[src/rtl/mips_fetch_pkg.sv]
// rtl/mips_fetch_pkg.sv - shared encodings and field positions for the instruction fetch unit
package mips_fetch_pkg;

    typedef enum logic [1:0] {
        IDLE  = 2'd0,
        FETCH = 2'd1,
        ISSUE = 2'd2
    } fetch_state_t;

    localparam int OPCODE_MSB  = 31;
    localparam int OPCODE_LSB  = 26;
    localparam int IMM_W       = 16;
    localparam int INSTR_BYTES = 4;

    // Branch immediates count words, so shift left by two and sign-extend to a byte offset.
    function automatic logic [31:0] sext_word_offset(input logic [IMM_W-1:0] imm);
        return {{(32-IMM_W-2){imm[IMM_W-1]}}, imm, 2'b00};
    endfunction

endpackage

[src/rtl/branch_target_adder.sv]
// rtl/branch_target_adder.sv - combinational sequential/branch next-PC selection
module branch_target_adder
    import mips_fetch_pkg::*;
(
    input  logic [31:0]      i_pc,
    input  logic [IMM_W-1:0] i_imm,
    input  logic             i_branch_eq,
    input  logic             i_branch_ne,
    input  logic             i_zero,
    output logic [31:0]      o_pc_plus4,
    output logic [31:0]      o_target,
    output logic [31:0]      o_next_pc
);

    logic w_taken;

    assign o_pc_plus4 = i_pc + 32'(INSTR_BYTES);
    assign o_target   = o_pc_plus4 + sext_word_offset(i_imm);
    // Both branch flags together always take: one of the two terms is true for any zero value.
    assign w_taken    = (i_branch_eq & i_zero) | (i_branch_ne & ~i_zero);
    assign o_next_pc  = w_taken ? o_target : o_pc_plus4;

endmodule

[src/rtl/instruction_fetch_unit.sv]
// rtl/instruction_fetch_unit.sv - PC owner, imem req/ack fetch FSM and instruction register
module instruction_fetch_unit
    import mips_fetch_pkg::*;
#(
    parameter logic [31:0] PC_RESET = 32'h0040_0000,
    parameter int          CNT_W    = 32
) (
    input  logic             clk,
    input  logic             reset,
    input  logic             stall_i,
    output logic             imem_req_o,
    output logic [31:0]      imem_addr_o,
    input  logic             imem_ack_i,
    input  logic [31:0]      imem_rdata_i,
    input  logic             branch_eq_i,
    input  logic             branch_ne_i,
    input  logic             zero_i,
    output logic             instr_valid_o,
    output logic [31:0]      instr_o,
    output logic [5:0]       opcode_o,
    output logic [31:0]      pc_o,
    output logic [31:0]      pc_plus4_o,
    output logic [CNT_W-1:0] retired_o
);

    fetch_state_t     r_state;
    logic [31:0]      r_pc;
    logic [31:0]      r_instr;
    logic             r_valid;
    logic             r_req;
    logic [CNT_W-1:0] r_retired;

    logic [31:0]      w_pc_plus4;
    logic [31:0]      w_target;
    logic [31:0]      w_next_pc;

    branch_target_adder u_bta (
        .i_pc        (r_pc),
        .i_imm       (r_instr[IMM_W-1:0]),
        .i_branch_eq (branch_eq_i),
        .i_branch_ne (branch_ne_i),
        .i_zero      (zero_i),
        .o_pc_plus4  (w_pc_plus4),
        .o_target    (w_target),
        .o_next_pc   (w_next_pc)
    );

    always_ff @(posedge clk) begin
        if (!reset) begin
            r_state   <= IDLE;
            r_pc      <= PC_RESET;
            r_instr   <= '0;
            r_valid   <= 1'b0;
            r_req     <= 1'b0;
            r_retired <= '0;
        end else begin
            case (r_state)
                IDLE: begin
                    r_state <= FETCH;
                    r_req   <= 1'b1;
                end
                FETCH: begin
                    if (imem_ack_i) begin
                        r_instr <= imem_rdata_i;
                        r_state <= ISSUE;
                        r_req   <= 1'b0;
                        r_valid <= 1'b1;
                    end
                end
                ISSUE: begin
                    // Branch inputs only matter on the retiring edge; stalled cycles ignore them.
                    if (!stall_i) begin
                        r_pc      <= w_next_pc;
                        r_retired <= r_retired + CNT_W'(1);
                        r_state   <= FETCH;
                        r_req     <= 1'b1;
                        r_valid   <= 1'b0;
                    end
                end
                default: begin
                    r_state <= IDLE;
                    r_req   <= 1'b0;
                    r_valid <= 1'b0;
                end
            endcase
        end
    end

    assign imem_req_o    = r_req;
    assign imem_addr_o   = r_pc;
    assign instr_valid_o = r_valid;
    assign instr_o       = r_instr;
    assign opcode_o      = r_instr[OPCODE_MSB:OPCODE_LSB];
    assign pc_o          = r_pc;
    assign pc_plus4_o    = w_pc_plus4;
    assign retired_o     = r_retired;

endmodule
[config.mk]
export PLATFORM = sky130hd
export DESIGN_NAME = instruction_fetch_unit
export DESIGN_NICKNAME = d
export VERILOG_FILES = /design/src/rtl/mips_fetch_pkg.sv /design/src/rtl/branch_target_adder.sv /design/src/rtl/instruction_fetch_unit.sv
export SDC_FILE = /design/constraint.sdc
export NUM_CORES = 1
export LEC_CHECK = 0
export CORE_MARGIN = 4
export CORE_UTILIZATION = 49
export CTS_BUF_LIST = sky130_fd_sc_hd__clkbuf_2 sky130_fd_sc_hd__clkbuf_4 sky130_fd_sc_hd__clkbuf_8
export DETAILED_ROUTE_END_ITERATION = 6
export GPL_TIMING_DRIVEN = 1
export PLACE_DENSITY = 0.94
export REMOVE_ABC_BUFFERS = 1
export SLEW_MARGIN = 20
export SYNTH_ARGS = -nofsm -noshare
export SYNTH_HDL_FRONTEND = slang
export SYNTH_SLANG_ARGS = --single-unit
[constraint.sdc]
create_clock -name clk -period 5.04 [get_ports clk]
set_input_delay 1.008 -clock clk [delete_from_list [all_inputs] [get_ports clk]]
set_output_delay 1.008 -clock clk [all_outputs]
set_load 0.005 [all_outputs]
==> results of run 1 <==
[layout by cell type, fill, tap and decap left out, types with 3 or more instances in the layout]
cell	count
a211oi_1	5
a21boi_0	38
a21o_1	17
a21oi_1	40
a21oi_2	4
a22oi_1	6
a31oi_1	9
and2_1	34
and3_1	23
and4_1	11
buf_4	7
clkbuf_8	9
clkdlybuf4s50_1	199
conb_1	6
dfxtp_1	97
ha_1	37
inv_1	7
nand2_1	133
nand2b_1	5
nand3_1	27
nand4_1	12
nor2_1	42
nor2b_1	8
nor3_1	9
nor3b_1	3
o211a_1	6
o211ai_1	4
o21a_1	7
o21ai_0	42
o21bai_1	3
or3_1	3
xnor2_1	52
xor2_1	26
[through the flow]
stage / hold slack (ns) / power (mW) / worst slack, ns / instance area (sq um) / cells
after CTS: 0.475 / 1.67 / 0.582 / 8690 / 1160
after floorplan: 0.460 / 0.950 / 0.283 / 6190 / 761
final: 0.476 / 1.65 / 0.541 / 8690 / 1160
after global routing: 0.492 / 1.72 / 0.229 / 8690 / 1160
after global placement: 0.451 / 1.11 / 0.737 / 8480 / 1144
after detailed placement: 0.461 / 1.11 / 0.606 / 8480 / 1144
[critical path, delay by kind of cell (launching register included)]
family | cells | cell delay [ns]
AOI/OAI and AO/OA | 2 | 0.22
xor gates and xnor gates | 1 | 0.33
adders and majority gates | 1 | 0.34
DFF | 1 | 0.47
and+or+nand+nor | 12 | 3.01
[state kept, by name (all words and copies together), names as in the netlist]
| register | cells |
|---|---|
| instr_o | 32 |
| retired_o | 32 |
| imem_addr_o | 30 |
| imem_req_o | 1 |
| instr_valid_o | 1 |
| r_state | 1 |
[metal layers]
| layer | vias up | wire length (um) | GRT usage, % |
|---|---|---|---|
| met2 | 231 | 9190 | 40.6 |
| met3 | 28 | 1480 | 6.82 |
| li1 | 3165 | - | - |
| met4 | 0 | 361 | 8.19 |
| met1 | 3020 | 8290 | 28.9 |
| met5 | - | 0 | 0 |
[power groups by stage]
stage | combinational, mW | sequential (mW) | clock (mW)
6_report | 0.282 | 0.815 | 0.557
5_1_grt | 0.307 | 0.820 | 0.598
4_1_cts | 0.282 | 0.816 | 0.568
3_5_place_dp | 0.280 | 0.833 | 0
3_3_place_gp | 0.274 | 0.832 | 0
2_1_floorplan | 0.117 | 0.832 | 0
[cell type report]
class / instances / area (sq um)
Clock inverter: 6 / 76.3
Fill cell: 1071 / 4600
Sequential cell: 97 / 1940
Clock buffer: 10 / 131
Multi-Input combinational cell: 657 / 4250
Inverter: 7 / 26.3
Timing Repair Buffer: 207 / 2050
Tap cell: 176 / 220
[cells by family after synthesis]
group / share of synthesized area, %
AO/OA/AOI/OAI: 20.1
adder cells (fa/ha/maj): 7.25
AND/OR/NAND/NOR: 24.9
XOR/XNOR: 10.3
buffers and inverters: 7.72
other: 0.0563
multiplexers: 0.620
flip-flops: 29.1
[worst paths after layout]
kind                                    start  depth (start not counted)                      endpoint
setup / recovery  imem_addr_o[4]$_SDFFE_PN0P_                         16  imem_addr_o[31]$_SDFFE_PN0P_
hold / removal       instr_o[24]$_SDFFE_PN0P_                          2      instr_o[24]$_SDFFE_PN0P_
setup reg to reg  imem_addr_o[4]$_SDFFE_PN0P_                         16  imem_addr_o[31]$_SDFFE_PN0P_
hold reg to reg      instr_o[24]$_SDFFE_PN0P_                          2      instr_o[24]$_SDFFE_PN0P_
==> qor.csv, run 1 <==
metric,value,unit
synthTopCellsByCount,"nand2_1, dfxtp_1, xnor2_1",
critPathKind,flip-flop to flip-flop,
switching_share,28.6,%
cts_tree,yes,
grt_pass1_wl,31100,um
power_frac_seq,49.3,%
cts_hold_buffers,0,
crit_top_cell,and4_1,
hpwl,14100,um
clockBufferDepth,2,
status,finished clean,
grtUsageTotal,23.9,%
synth_edf_count,0,
clk_pin_slew,0.10,ns
arrival,4.77,ns
cts_resized,0,
vdd_drop_max,0.000151,V
drive_gt1_share,4.37,%
skew,0.0102,ns
drc,0,
netSwitchingPower,0.473,mW
rrSetupSlack,0.54,ns
utilization,65.4,%
yosysTopAreaCell,dfxtp_1,
yosys_warnings,0,
die_width,125,um
rows,42,
ios,207,
routed-via-count,6444,
holdCritPathClass,flip-flop to flip-flop,
max_freq,0.222,GHz
postCtsSetupRepairBufs,0,
synth-seq-area-share,29.1,%
fin_crit_sh,89.3,%
critPathSlowestCell,or4_4,
p_per_area,190,mW/mm^2
rsz0062_at_grt,false,
first_pass_iters,5,
netlist_top_cells_area,"dfxtp_1, nand2_1, ha_1",
setup_viol,0,
synth_top_area_share,29.1,%
syn_avg_cell_area,7.96,sq um
antenna_violating_nets_post_route,0,
die-area,0.0155,sq mm
setup_tns,0,ns
clockPowerShare,33.7,%
netlist_area,0.00666,sq mm
fin_crit,4.50,ns
required,5.31,ns
crit_path_end_kind,flip-flop,
syn_inst,837,
maxCapViolCount,0,
port_buffers,200,
areaGrowthSynthToFinish,30.4,%
post-synth-top-count-cell,nand2_1,
cp_slowest_stage_delay,0.50,ns
cts_sinks,97,
grt_pass1_vias,6222,
cts-buffers-inserted,9,
cp-start-kind,flip-flop,
path_max_fanout,8,
clkLatencyLatePin,0.39,ns
synth-seq-cells,97,
crit_path_cell_trace,and3_1 > and4_1 > and4_1 > and2_1 > nand3_1 > xnor2_1 > ha_1 > nand4_1 > nor2_1 > or3_1 > o22ai_1 > a21oi_2 > or4_4 > nand3_2 > nor3_1 > or4_1,
ys_types,69,
grt-ovfl-total,0,
finalMaxSlewViolations,0,
internal_power,1.18,mW
wl,19300,um
grt_antenna_before_repair,0,
clockRootBuffer,clkbuf_8,
synthArstFlopShare,0,%
drt-wirelength-per-cell,16.7,um
p_leak,3.54,nW
power_frac_comb,17.0,%
die_h,125,um
max_slew_margin,41.7,%
grt_max_degree,55,
gp_congestion,0.942,
finalHoldViolations,0,
worst_slew_pin_slew,0.865,ns
num-nets-final,1056,
start_util,50.1,%
synth-main-ff-cell,dfxtp_1,
diodes,0,
via_per_inst,5.56,
coreArea,0.0133,sq mm
ctsHtreeMaxLevel,3,
drt_iter0_drc,478,
(Power assumes the default switching activity.)
==> inputs of run 2 (changes only) <==
==> constraint.sdc (replaced) <==
create_clock -name clk -period 5.1 [get_ports clk]
set_input_delay 1.02 -clock clk [delete_from_list [all_inputs] [get_ports clk]]
set_output_delay 1.02 -clock clk [all_outputs]
set_load 0.05 [all_outputs]
==> qor.csv, run 2 (same netlist as run 1, synthesis figures left out) <==
metric,value,unit,change
grt-ovfl-total,0,,unchanged
max_freq,0.223,GHz,+0.35%
worst_slew_pin_slew,0.819,ns,-0.0462 ns
rows,42,,unchanged
skew,0.00862,ns,-0.00162 ns
postCtsSetupRepairBufs,0,,unchanged
utilization,65.7,%,+0.31 points
critPathKind,flip-flop to flip-flop,,
cp-start-kind,flip-flop,,
antenna_violating_nets_post_route,0,,unchanged
hpwl,14000,um,-0.90%
drt_iter0_drc,360,,-25%
layout.cells.non_filler,1160,,unchanged
r2r_cells,16,,unchanged
start_util,50.1,%,unchanged
diodes,0,,unchanged
maxCapViolCount,0,,unchanged
grt_antenna_before_repair,0,,unchanged
cts_sinks,97,,unchanged
holdWs,0.467,ns,-0.00824 ns
path_max_fanout,8,,unchanged
final_cell_mix,"clkdlybuf4s50_1, nand2_1, dfxtp_1, xnor2_1",,
cts_resized,0,,unchanged
internal_power,1.27,mW,+7.5%
ctsHtreeMaxLevel,3,,unchanged
die_width,125,um,unchanged
finalMaxSlewViolations,0,,unchanged
drt-wirelength-per-cell,16.4,um,-1.7%
gp_congestion,0.927,,-1.6%
finalHoldViolations,0,,unchanged
clockPowerShare,34.0,%,+0.3 points
grt_max_degree,97,,+76%
hold_start,instr_o[20]$_SDFFE_PN0P_,,
port_buffers,200,,unchanged
critPathSlowestCell,or4_4,,
via_per_inst,5.58,,+0.48%
rr_startpoint,imem_addr_o[4]$_SDFFE_PN0P_,,
rsz0062_at_grt,false,,
die-area,0.0155,sq mm,unchanged
die_h,125,um,unchanged
num-nets-final,1056,,unchanged
routed-via-count,6475,,+0.48%
crit_top_cell,and4_1,,
p_leak,3.56,nW,+0.76%
arrival,4.75,ns,-0.02 ns
holdCritPathClass,flip-flop to flip-flop,,
p_per_area,213,mW/mm^2,+12%
post_dp_cell_area,0.00848,sq mm,unchanged
fin_area,0.00873,sq mm,+0.48%
status,finished clean,,
clk_pin_slew,0.10,ns,about the same
holdPathEnd,instr_o[20]$_SDFFE_PN0P_,,
required,5.36,ns,+0.05 ns
cp_slowest_stage_delay,0.50,ns,about the same
whs_path_depth,2,,unchanged
setup_tns,0,ns,unchanged
r2r_end,imem_addr_o[31]$_SDFFE_PN0P_,,
crit_path_end_kind,flip-flop,,
grt_pass1_vias,6105,,-1.9%
cts-buffers-inserted,9,,unchanged
final_common_cell,clkdlybuf4s50_1,,
setup_viol,0,,unchanged
power_frac_seq,43.4,%,-5.9 points
drive_gt1_share,4.37,%,unchanged
crit_path_cell_trace,and3_1 > and4_1 > and4_1 > and2_1 > nand3_1 > xnor2_1 > ha_1 > nand4_1 > nor2_1 > or3_1 > o22ai_1 > a21oi_2 > or4_4 > nand3_2 > nor3_1 > or4_1,,
clockRootBuffer,clkbuf_8,,
cts_tree,yes,,
clockBufferDepth,2,,unchanged
first_pass_iters,5,,unchanged
netSwitchingPower,0.592,mW,+25%
switching_share,31.8,%,+3.2 points
vdd_drop_max,0.000172,V,+14%
power_frac_comb,22.6,%,+5.6 points
ios,207,,unchanged
max_slew_margin,45.4,%,+3.7 points
coreArea,0.0133,sq mm,unchanged
areaGrowthSynthToFinish,31.1,%,
grt_pass1_wl,30500,um,-1.8%
fin_crit,4.48,ns,-0.0156 ns
dpl.cell_count,1144,,unchanged
grtUsageTotal,23.4,%,-0.52 points
wl,19000,um,-1.7%
rrSetupSlack,0.62,ns,+0.08 ns
clkLatencyLatePin,0.38,ns,about the same
fin_crit_sh,87.9,%,-1.4 points
drc,0,,unchanged
cts_hold_buffers,0,,unchanged
run 2: final cells by class:
class | count | area, sq um
Sequential cell | 97 | 1940
Inverter | 7 | 26.3
Multi-Input combinational cell | 657 | 4250
Clock buffer | 11 | 139
Tap cell | 176 | 220
Fill cell | 1112 | 4560
Timing Repair Buffer | 207 | 2050
Clock inverter | 5 | 110
run 2: worst max-delay path: cells and delay by family (launching register included):
kind,cells,cell delay [ns]
simple gates,12,3.02
flops,1,0.46
xor+xnor,1,0.34
fa+ha+maj,1,0.34
compound gates,2,0.21
run 2: worst max path at each step:
stage                                startpoint  cells past startpoint                            to  slack [ns]
floorplan           imem_addr_o[3]$_SDFFE_PN0P_                     16  imem_addr_o[31]$_SDFFE_PN0P_       -0.71
global placement    imem_addr_o[4]$_SDFFE_PN0P_                     16  imem_addr_o[31]$_SDFFE_PN0P_        0.81
detailed placement  imem_addr_o[4]$_SDFFE_PN0P_                     16  imem_addr_o[31]$_SDFFE_PN0P_        0.66
CTS                 imem_addr_o[4]$_SDFFE_PN0P_                     16  imem_addr_o[31]$_SDFFE_PN0P_        0.65
global route        imem_addr_o[3]$_SDFFE_PN0P_                     17  imem_addr_o[31]$_SDFFE_PN0P_        0.37
finish              imem_addr_o[4]$_SDFFE_PN0P_                     16  imem_addr_o[31]$_SDFFE_PN0P_        0.62
run 2: through the flow:
step	worst slack, ns	power, mW
after floorplan	-0.714	1.08
after global placement	0.808	1.24
after detailed placement	0.661	1.24
after CTS	0.648	1.87
after global routing	0.366	1.93
final	0.617	1.86
run 2: routing by layer:
layer | part of all wire (%) | track usage (%) | up-vias | wire length (um)
met2 | 48 | 40.3 | 247 | 9030
met1 | 42 | 28.1 | 3028 | 8030
met5 | 0 | 0 | - | 0
met4 | 2.1 | 7.74 | 0 | 406
met3 | 8.0 | 6.30 | 34 | 1530
li1 | - | - | 3166 | -
run 2: power groups by stage:
stage / Sequential [mW] / Combinational, mW / Clock (mW)
2_1_floorplan: 0.930 / 0.153 / 0
3_3_place_gp: 0.823 / 0.415 / 0
3_5_place_dp: 0.824 / 0.419 / 0
4_1_cts: 0.807 / 0.421 / 0.647
5_1_grt: 0.811 / 0.444 / 0.677
6_report: 0.807 / 0.421 / 0.633
